[config.mk]
export PLATFORM = sky130hd
export DESIGN_NAME = video_pattern_seq
export DESIGN_NICKNAME = d
export VERILOG_FILES = /design/src/rtl/video_pattern_seq.sv
export SDC_FILE = /design/constraint.sdc
export NUM_CORES = 1
export LEC_CHECK = 0
export CORE_MARGIN = 5
export CORE_UTILIZATION = 53
export DETAILED_ROUTE_END_ITERATION = 7
export GPL_TIMING_DRIVEN = 0
export HOLD_SLACK_MARGIN = 0.08
export PLACE_DENSITY_LB_ADDON = 0.25
export SLEW_MARGIN = 10
export SYNTH_ARGS = -nofsm -noshare
export SYNTH_HDL_FRONTEND = slang
export SYNTH_SLANG_ARGS = --single-unit
[constraint.sdc]
create_clock -name clk -period 10.6 [get_ports clk]
set_clock_uncertainty 0.1 [all_clocks]
set_input_delay 3.18 -clock clk [delete_from_list [all_inputs] [get_ports clk]]
set_output_delay 3.18 -clock clk [all_outputs]
set_load 0.02 [all_outputs]
[src/rtl/video_pattern_seq.sv]
// Frame-synchronous pattern selector: chooses bar, solid colour, checkerboard or black each frame.
// Optional checkerboard generator enabled by defining PATTERN_SEQ_CHECKER_EN.
module video_pattern_seq #(
  parameter int HSIZE   = 11,
  parameter int VSIZE   = 11,
  parameter int DWELL_W = 8
) (
  input  logic               clk,
  input  logic               rst_n,
  input  logic               frame_start,
  input  logic [HSIZE-1:0]   hc,
  input  logic [VSIZE-1:0]   vc,
  input  logic               video_on,
  input  logic [11:0]        bar_rgb,
  input  logic               wr_en,
  input  logic [1:0]         wr_addr,
  input  logic [15:0]        wr_data,
  output logic [11:0]        rgb_out,
  output logic               video_on_out,
  output logic [1:0]         pattern_id,
  output logic               frame_tick
);

  typedef enum logic [1:0] {
    ST_OFF    = 2'd0,
    ST_MANUAL = 2'd1,
    ST_AUTO   = 2'd2
  } state_t;

  state_t               state_reg, state_next;
  logic [3:0]           ctrl_shadow_reg;
  logic [11:0]          color_shadow_reg;
  logic [DWELL_W-1:0]   dwell_shadow_reg;
  logic [11:0]          color_active_reg;
  logic [DWELL_W-1:0]   dwell_cnt_reg, dwell_cnt_next;
  logic [1:0]           pattern_next;
  logic [DWELL_W-1:0]   dwell_limit;
  logic [1:0]           manual_pat;
  logic [1:0]           advance_pat;
  logic [11:0]          checker_px;
  logic [11:0]          pixel;
  state_t               eff_state;
  logic [1:0]           eff_pattern;
  logic [11:0]          eff_color;
  logic                 unused_bits;

  assign unused_bits = ^{hc, vc, wr_data};

  // DWELL of 0 behaves as 1, so the limit never underflows
  assign dwell_limit = (dwell_shadow_reg == '0) ? '0 : dwell_shadow_reg - 1'b1;

`ifdef PATTERN_SEQ_CHECKER_EN
  assign checker_px  = (hc[5] ^ vc[5]) ? 12'hFFF : 12'h000;
  assign manual_pat  = ctrl_shadow_reg[3:2];
  assign advance_pat = pattern_id + 2'd1;
`else
  assign checker_px  = 12'h000;
  assign manual_pat  = (ctrl_shadow_reg[3:2] == 2'd2) ? 2'd3 : ctrl_shadow_reg[3:2];
  always_comb begin
    case (pattern_id)
      2'd0:    advance_pat = 2'd1;
      2'd1:    advance_pat = 2'd3;
      default: advance_pat = 2'd0;
    endcase
  end
`endif

  // Commit decision, evaluated from the pre-write shadow on frame_start
  always_comb begin
    state_next     = state_reg;
    pattern_next   = pattern_id;
    dwell_cnt_next = dwell_cnt_reg;
    if (frame_start) begin
      if (!ctrl_shadow_reg[0]) begin
        state_next     = ST_OFF;
        pattern_next   = 2'd3;
        dwell_cnt_next = '0;
      end else if (!ctrl_shadow_reg[1]) begin
        state_next     = ST_MANUAL;
        pattern_next   = manual_pat;
        dwell_cnt_next = '0;
      end else begin
        state_next = ST_AUTO;
        if (state_reg != ST_AUTO) begin
          pattern_next   = 2'd0;
          dwell_cnt_next = '0;
        end else if (dwell_cnt_reg >= dwell_limit) begin
          pattern_next   = advance_pat;
          dwell_cnt_next = '0;
        end else begin
          dwell_cnt_next = dwell_cnt_reg + 1'b1;
        end
      end
    end
  end

  // Bypass so the first pixel of a frame already uses the freshly committed settings
  assign eff_state   = frame_start ? state_next : state_reg;
  assign eff_pattern = frame_start ? pattern_next : pattern_id;
  assign eff_color   = frame_start ? color_shadow_reg : color_active_reg;

  always_comb begin
    pixel = 12'h000;
    if (video_on && (eff_state != ST_OFF)) begin
      case (eff_pattern)
        2'd0:    pixel = bar_rgb;
        2'd1:    pixel = eff_color;
        2'd2:    pixel = checker_px;
        default: pixel = 12'h000;
      endcase
    end
  end

  always_ff @(posedge clk or negedge rst_n) begin
    if (!rst_n) begin
      state_reg        <= ST_OFF;
      ctrl_shadow_reg  <= '0;
      color_shadow_reg <= '0;
      dwell_shadow_reg <= '0;
      color_active_reg <= '0;
      dwell_cnt_reg    <= '0;
      pattern_id       <= 2'd3;
      rgb_out          <= '0;
      video_on_out     <= 1'b0;
      frame_tick       <= 1'b0;
    end else begin
      rgb_out      <= pixel;
      video_on_out <= video_on;
      frame_tick   <= frame_start;
      if (frame_start) begin
        state_reg        <= state_next;
        pattern_id       <= pattern_next;
        dwell_cnt_reg    <= dwell_cnt_next;
        color_active_reg <= color_shadow_reg;
      end
      if (wr_en) begin
        case (wr_addr)
          2'd0:    ctrl_shadow_reg  <= wr_data[3:0];
          2'd1:    color_shadow_reg <= wr_data[11:0];
          2'd2:    dwell_shadow_reg <= wr_data[DWELL_W-1:0];
          default: ;
        endcase
      end
    end
  end

endmodule

=== After elaboration in Yosys (flattened, before gate mapping) ===
Index checks and enable logic that the tools add are counted.

* Register bits: 62
* Bits of input ports: 57
* Output and inout bits: 16
* Logic and storage cells: 46

* Add/sub/neg operators: 2
* $lt $le $gt $ge: 1
* Eq/ne operators: 6
* Mux-type cells: 18
* Reduce and logical (&&, ||, !) cells: 9

{| class="wikitable"
|+ Operators by type and width
! kind !! count
|-
| 8-bit two-way mux || 5
|-
| 12-bit two-way mux || 2
|-
| 12-bit case mux with 2 select lines || 1
|-
| 2-bit two-way mux || 9
|-
| 8-bit by 1-bit adder with 8-bit output, second input constant || 1
|-
| 8-bit >= comparator || 1
|-
| 8-bit logical NOT || 1
|-
| 8-bit by 1-bit subtractor with 8-bit output, second input constant || 1
|-
| 2-bit by 1-bit equality test with 1-bit output, second input constant || 3
|-
| 2-bit logical NOT || 3
|-
| 2-bit AND reduction || 3
|-
| 2-bit equality test, second input constant || 2
|-
| 2-bit case mux with 2 select lines || 1
|-
| 2-bit inequality test, second input constant || 1
|-
| 2-bit nonzero test || 1
|-
| 1-bit logical AND || 1
|}

=== Longest topological paths before layout ===
* Depth in word-level cells: 11
* Gate-level depth with buffers: 14
* Mapped depth without buffers: 13

=== Worst setup path after synthesis ===
Ideal clock, no wire load.

* Path kind: in2reg
* From: input frame_start
* To: register rgb_out[10]
* Library setup time: 0.120 ns
* Arrival: 4.205 ns
* Required time: 10.380 ns
* Slack: 6.175 ns
* Stages: 4
* Path buffers: 2
* Cell sequence: buf_6 > clkbuf_1 > mux2_2 > o211a_1

* Elaborated cells on any way between the ends: 9
* Those cells by class: eq/ne: 1; mux: 5; reduce/logical: 3

{| class="wikitable"
|+ RTL lines
! what !! line !! source
|-
| start, declared || 10 || <nowiki>input logic frame_start,</nowiki>
|-
| 12-bit two-way mux || -- ||
|-
| named net eff_color[10] || 44 || <nowiki>logic [11:0] eff_color;</nowiki>
|-
| 12-bit case mux with 2 select lines || 105 || <nowiki>case (eff_pattern)</nowiki>
|-
| 12-bit two-way mux || 104 || <nowiki>if (video_on && (eff_state != ST_OFF)) begin</nowiki>
|-
| named net pixel[10] || 41 || <nowiki>logic [11:0] pixel;</nowiki>
|-
| end signal, assigned || 127 || <nowiki>rgb_out <= pixel;</nowiki>
|-
| end, declared || 18 || <nowiki>output logic [11:0] rgb_out,</nowiki>
|}

The timed path passes the listed nets, and every way through them passes these cells.
A chain may end at the register's enable or synchronous reset.

=== Final worst setup path ===
* From: input frame_start
* To: register rgb_out[6]

* Cells in the longest elaborated chain, start to end: 4
* Elaborated cells on any way between the ends: 9
* Those cells by class: eq/ne: 1; mux: 5; reduce/logical: 3

{| class="wikitable"
|+ Ends and longest elaborated chain
! what !! line
|-
| 2-bit two-way mux || --
|-
| 2-bit by 1-bit equality test with 1-bit output, or another cell as far along || 105
|-
| 12-bit case mux with 2 select lines or 1-bit logical AND (tied branches) || 105, 104
|-
| 12-bit two-way mux * || 104
|-
| named net pixel[6] || 41
|}

Mark *: on every way through the listed nets, which the timed path passes. The rest lies on a longest branch.

==> reports/results.tsv <==
stage	metric	value	unit
worst_setup_path	cp_slowest_cell	clkdlybuf4s50_1	
timing	slew_viol_final	0	
grt	grt_pass1_wl	10410	um
synthesis	synth.top_cell.area_share	50.48	%
worst_hold_path	hp-class	reg2reg	
synthesis	yosys.area_share.adder	4.207	%
floorplanning	dieArea	7210	sq um
timing	setup_viol	0	
final_layout	synthToLayoutAreaGrowth	24.82	%
worst_setup_path	cp_slowest_stage_delay	0.50	ns
timing	relSlewSlack	48.98	%
clock_network	cts_tree	built	
final_layout	layout.nets	367	
clock_network	post_cts_buffers	0	
worst_setup_path	end_kind	register	
drt	avgRoutedWirePerCell	15.87	um
placed_design	port_buffers	46	
timing	max_clock_freq	206.3	MHz
clock_network	cts.sinks	62	
drt	vias_per_cell	5.406	
clock_network	clk_latency	0.34	ns
drt	vias	2038	
timing	period_share	45.72	%
run_status	status	finished, final reports clean	
synthesis	yosysUniqueCellTypes	43	
synthesis	synthArstFlopShare	100.0	%
placed_design	gp_congestion	0.8170	
synthesis	synth.mux.area_fraction	13.93	%
timing	setup_tns	0	ns
timing	tightest_slew	0.7653	ns
worst_setup_path	regToRegSetupSlack	6.84	ns
timing	period_minus_slack	4.846	ns
drt	drc	0	
flow_run	max_cap_viol_count	0	
clock_network	cts_buffer_depth	2	
synthesis	synth_top_family_by_area	multiplexers	
synthesis	synth_area_leaders	dfrtp_1 50%, mux2_2 13%, o211a_1 4.4%	
clock_network	cts-root-buf	clkbuf_8	
power	p_leak	0.001736	uW
floorplanning	start_util	54.34	%
drt	wl	5983	um
worst_setup_path	setup.worst_path.class	in2reg	
synthesis	netlist_area	2974	sq um
synthesis	synth-xor-area-share	1.178	%
synthesis	synth_edf_count	0	
synthesis	synth-seq-area-share	52.25	%
clock_network	cts_resized	0	
drt	ant_nets	0	
timing	hold_ws	0.3996	ns
placed_design	dp_hpwl	4350	um
worst_setup_path	worst_ep_required_time	10.72	ns
grt	grt_pass1_vias	2118	
synthesis	avgSynthCellArea	12.24	sq um
worst_setup_path	worst_setup_path_start_kind	input port	
worst_setup_path	crit_chain	clkdlybuf4s50_1 -> buf_6 -> clkbuf_1 -> a41oi_2 -> buf_4 -> o211a_1	
grt	overflow	0	
clock_network	path_clk_slew	0.07	ns
power	p_per_area	171.8	nW/um^2
timing	hold_viol	0	
floorplanning	rows	27	
synthesis	synthSimpleGateAreaFrac	12.37	%
grt	grt_max_degree	63	
final_layout	final_layout_size_suffix_gt1_share	21.64	%
floorplanning	die_h	84.91	um
synthesis	synth_largest_area_cell	dfrtp_1	
grt	antenna_found_initial	0	
worst_setup_path	arrival	4.96	ns
grt	track_usage	18.31	%
drt	initialDrtViolationCount	77	
final_layout	n_antenna_cell	0	
clock_network	cts_buffers	9	
floorplanning	num_io_pins	73	
drt	drtPass1Iterations	4	
synthesis	synth_compound_area_share	12.92	%
synthesis	synth_nets	310	
worst_setup_path	worstPathMaxFanout	10	
synthesis	synthFlopType	dfrtp_1	
floorplanning	chipWidth	84.91	um
synthesis	yosysWarnings	0	
synthesis	synthCells	243	
timing	rsz0062_at_grt	no	
power	peakVddDrop	0.0001233	V
synthesis	synth-seq-cells	62	
clock_network	hold_buffers	0	
clock_network	cts_max_level	3	
floorplanning	fp.coreArea	5473	sq um
-- final timing paths --
kind / depth (start not counted) / startpoint / to
worst min register to register: 1 / color_active_reg[3] / color_active_reg[3]
worst max register to register: 14 / dwell_shadow_reg[0] / rgb_out[7]
max in group asynchronous: 1 / rst_n / color_shadow_reg[5]
worst min-delay path: 1 / color_active_reg[3] / color_active_reg[3]
worst max-delay path: 6 / frame_start / rgb_out[6]
min in group asynchronous: 1 / rst_n / state_reg[0]
-- kinds of logic after synthesis --
family / count (synthesis)
and+or+nand+nor: 68
AOI/OAI and AO/OA: 46
buffers and inverters: 16
adders and majority gates: 10
xor gates and xnor gates: 4
muxes: 37
DFF: 62
-- cell type report --
type / instances / area, sq um
flip-flops and latches: 62 / 1554
plain buffers: 8 / 63.81
multi-input cells: 165 / 1326
well taps: 72 / 90.09
inverters: 8 / 30.03
clock inverters: 6 / 62.56
repair buffers: 46 / 457.9
fillers: 417 / 1760
clock buffers: 10 / 127.6
-- per-stage QoR --
step	util (%)	instance area, sq um	power (uW)	setup slack [ns]	cells
finish	67.83	3712	637.9	5.754	377
global route	67.83	3712	674.4	5.647	377
CTS	67.83	3712	643.0	5.739	377
detailed placement	64.36	3522	442.8	5.400	361
global placement	64.40	3525	437.8	4.307	361
floorplan	-	2974	390.3	6.175	243
-- synthesized netlist by cell type, types with 2 or more instances --
library cell and count:
dfrtp_1 60, mux2_2 35, nand2_1 19, or3_1 14
o211a_1 13, ha_1 10, nor2_1 10, inv_1 8
o21ai_0 7, o21ai_1 6, buf_6 4, nor2b_1 4
a21oi_1 3, nand3_1 3, nand3b_1 3, nor3b_1 3
o31ai_1 3, a211oi_2 2, a21o_1 2, a22o_1 2
and3_1 2, clkbuf_1 2, dfstp_2 2, mux2i_1 2
nand2b_1 2, nor3_1 2, o211ai_1 2, xnor2_1 2
xor2_1 2
-- critical path: cells and delay by family --
family          cells  cell delay (ns)
compound gates      2             0.42
buf+inv             4             1.36
-- where the power goes --
part | total (uW) | leakage [uW] | switching [uW] | internal [uW]
clock | 201 | 0.000100 | 92.8 | 108
combinational | 143 | 0.000862 | 67.9 | 75.5
sequential | 294 | 0.000774 | 20.2 | 273
-- placed cells by master (no fill, tap or decap), drive strengths merged, types with 2 or more instances in the layout --
cell | Yosys | layout
nor2 | 11 | 11
nor3 | 3 | 3
or3 | 14 | 14
o211a | 13 | 13
dfrtp | 60 | 60
a22o | 2 | 2
inv | 8 | 8
ha | 10 | 10
mux2 | 35 | 35
clkdlybuf4s50 | 0 | 45
o21ai | 14 | 14
a21oi | 3 | 3
nand2 | 19 | 19
o211ai | 2 | 2
xnor2 | 2 | 2
nor2b | 4 | 4
nand3b | 3 | 3
a21o | 2 | 2
nand3 | 3 | 3
clkbuf | 2 | 12
nor3b | 3 | 3
and3 | 2 | 2
mux2i | 2 | 2
a211oi | 2 | 2
o31ai | 3 | 3
clkinv | 0 | 5
nand2b | 3 | 3
dfstp | 2 | 2
buf | 6 | 7
xor2 | 2 | 2
-- per-layer routing --
metal  vias to the layer above  track usage, %  routed length (um)
met5                         -               0                   0
met4                         0           7.338                 109
met3                         9           4.272                 204
met2                        37           28.19                2893
met1                       995           25.13                2775
li1                        997               -                   -
Note: power is estimated with default switching activity, not from simulation.
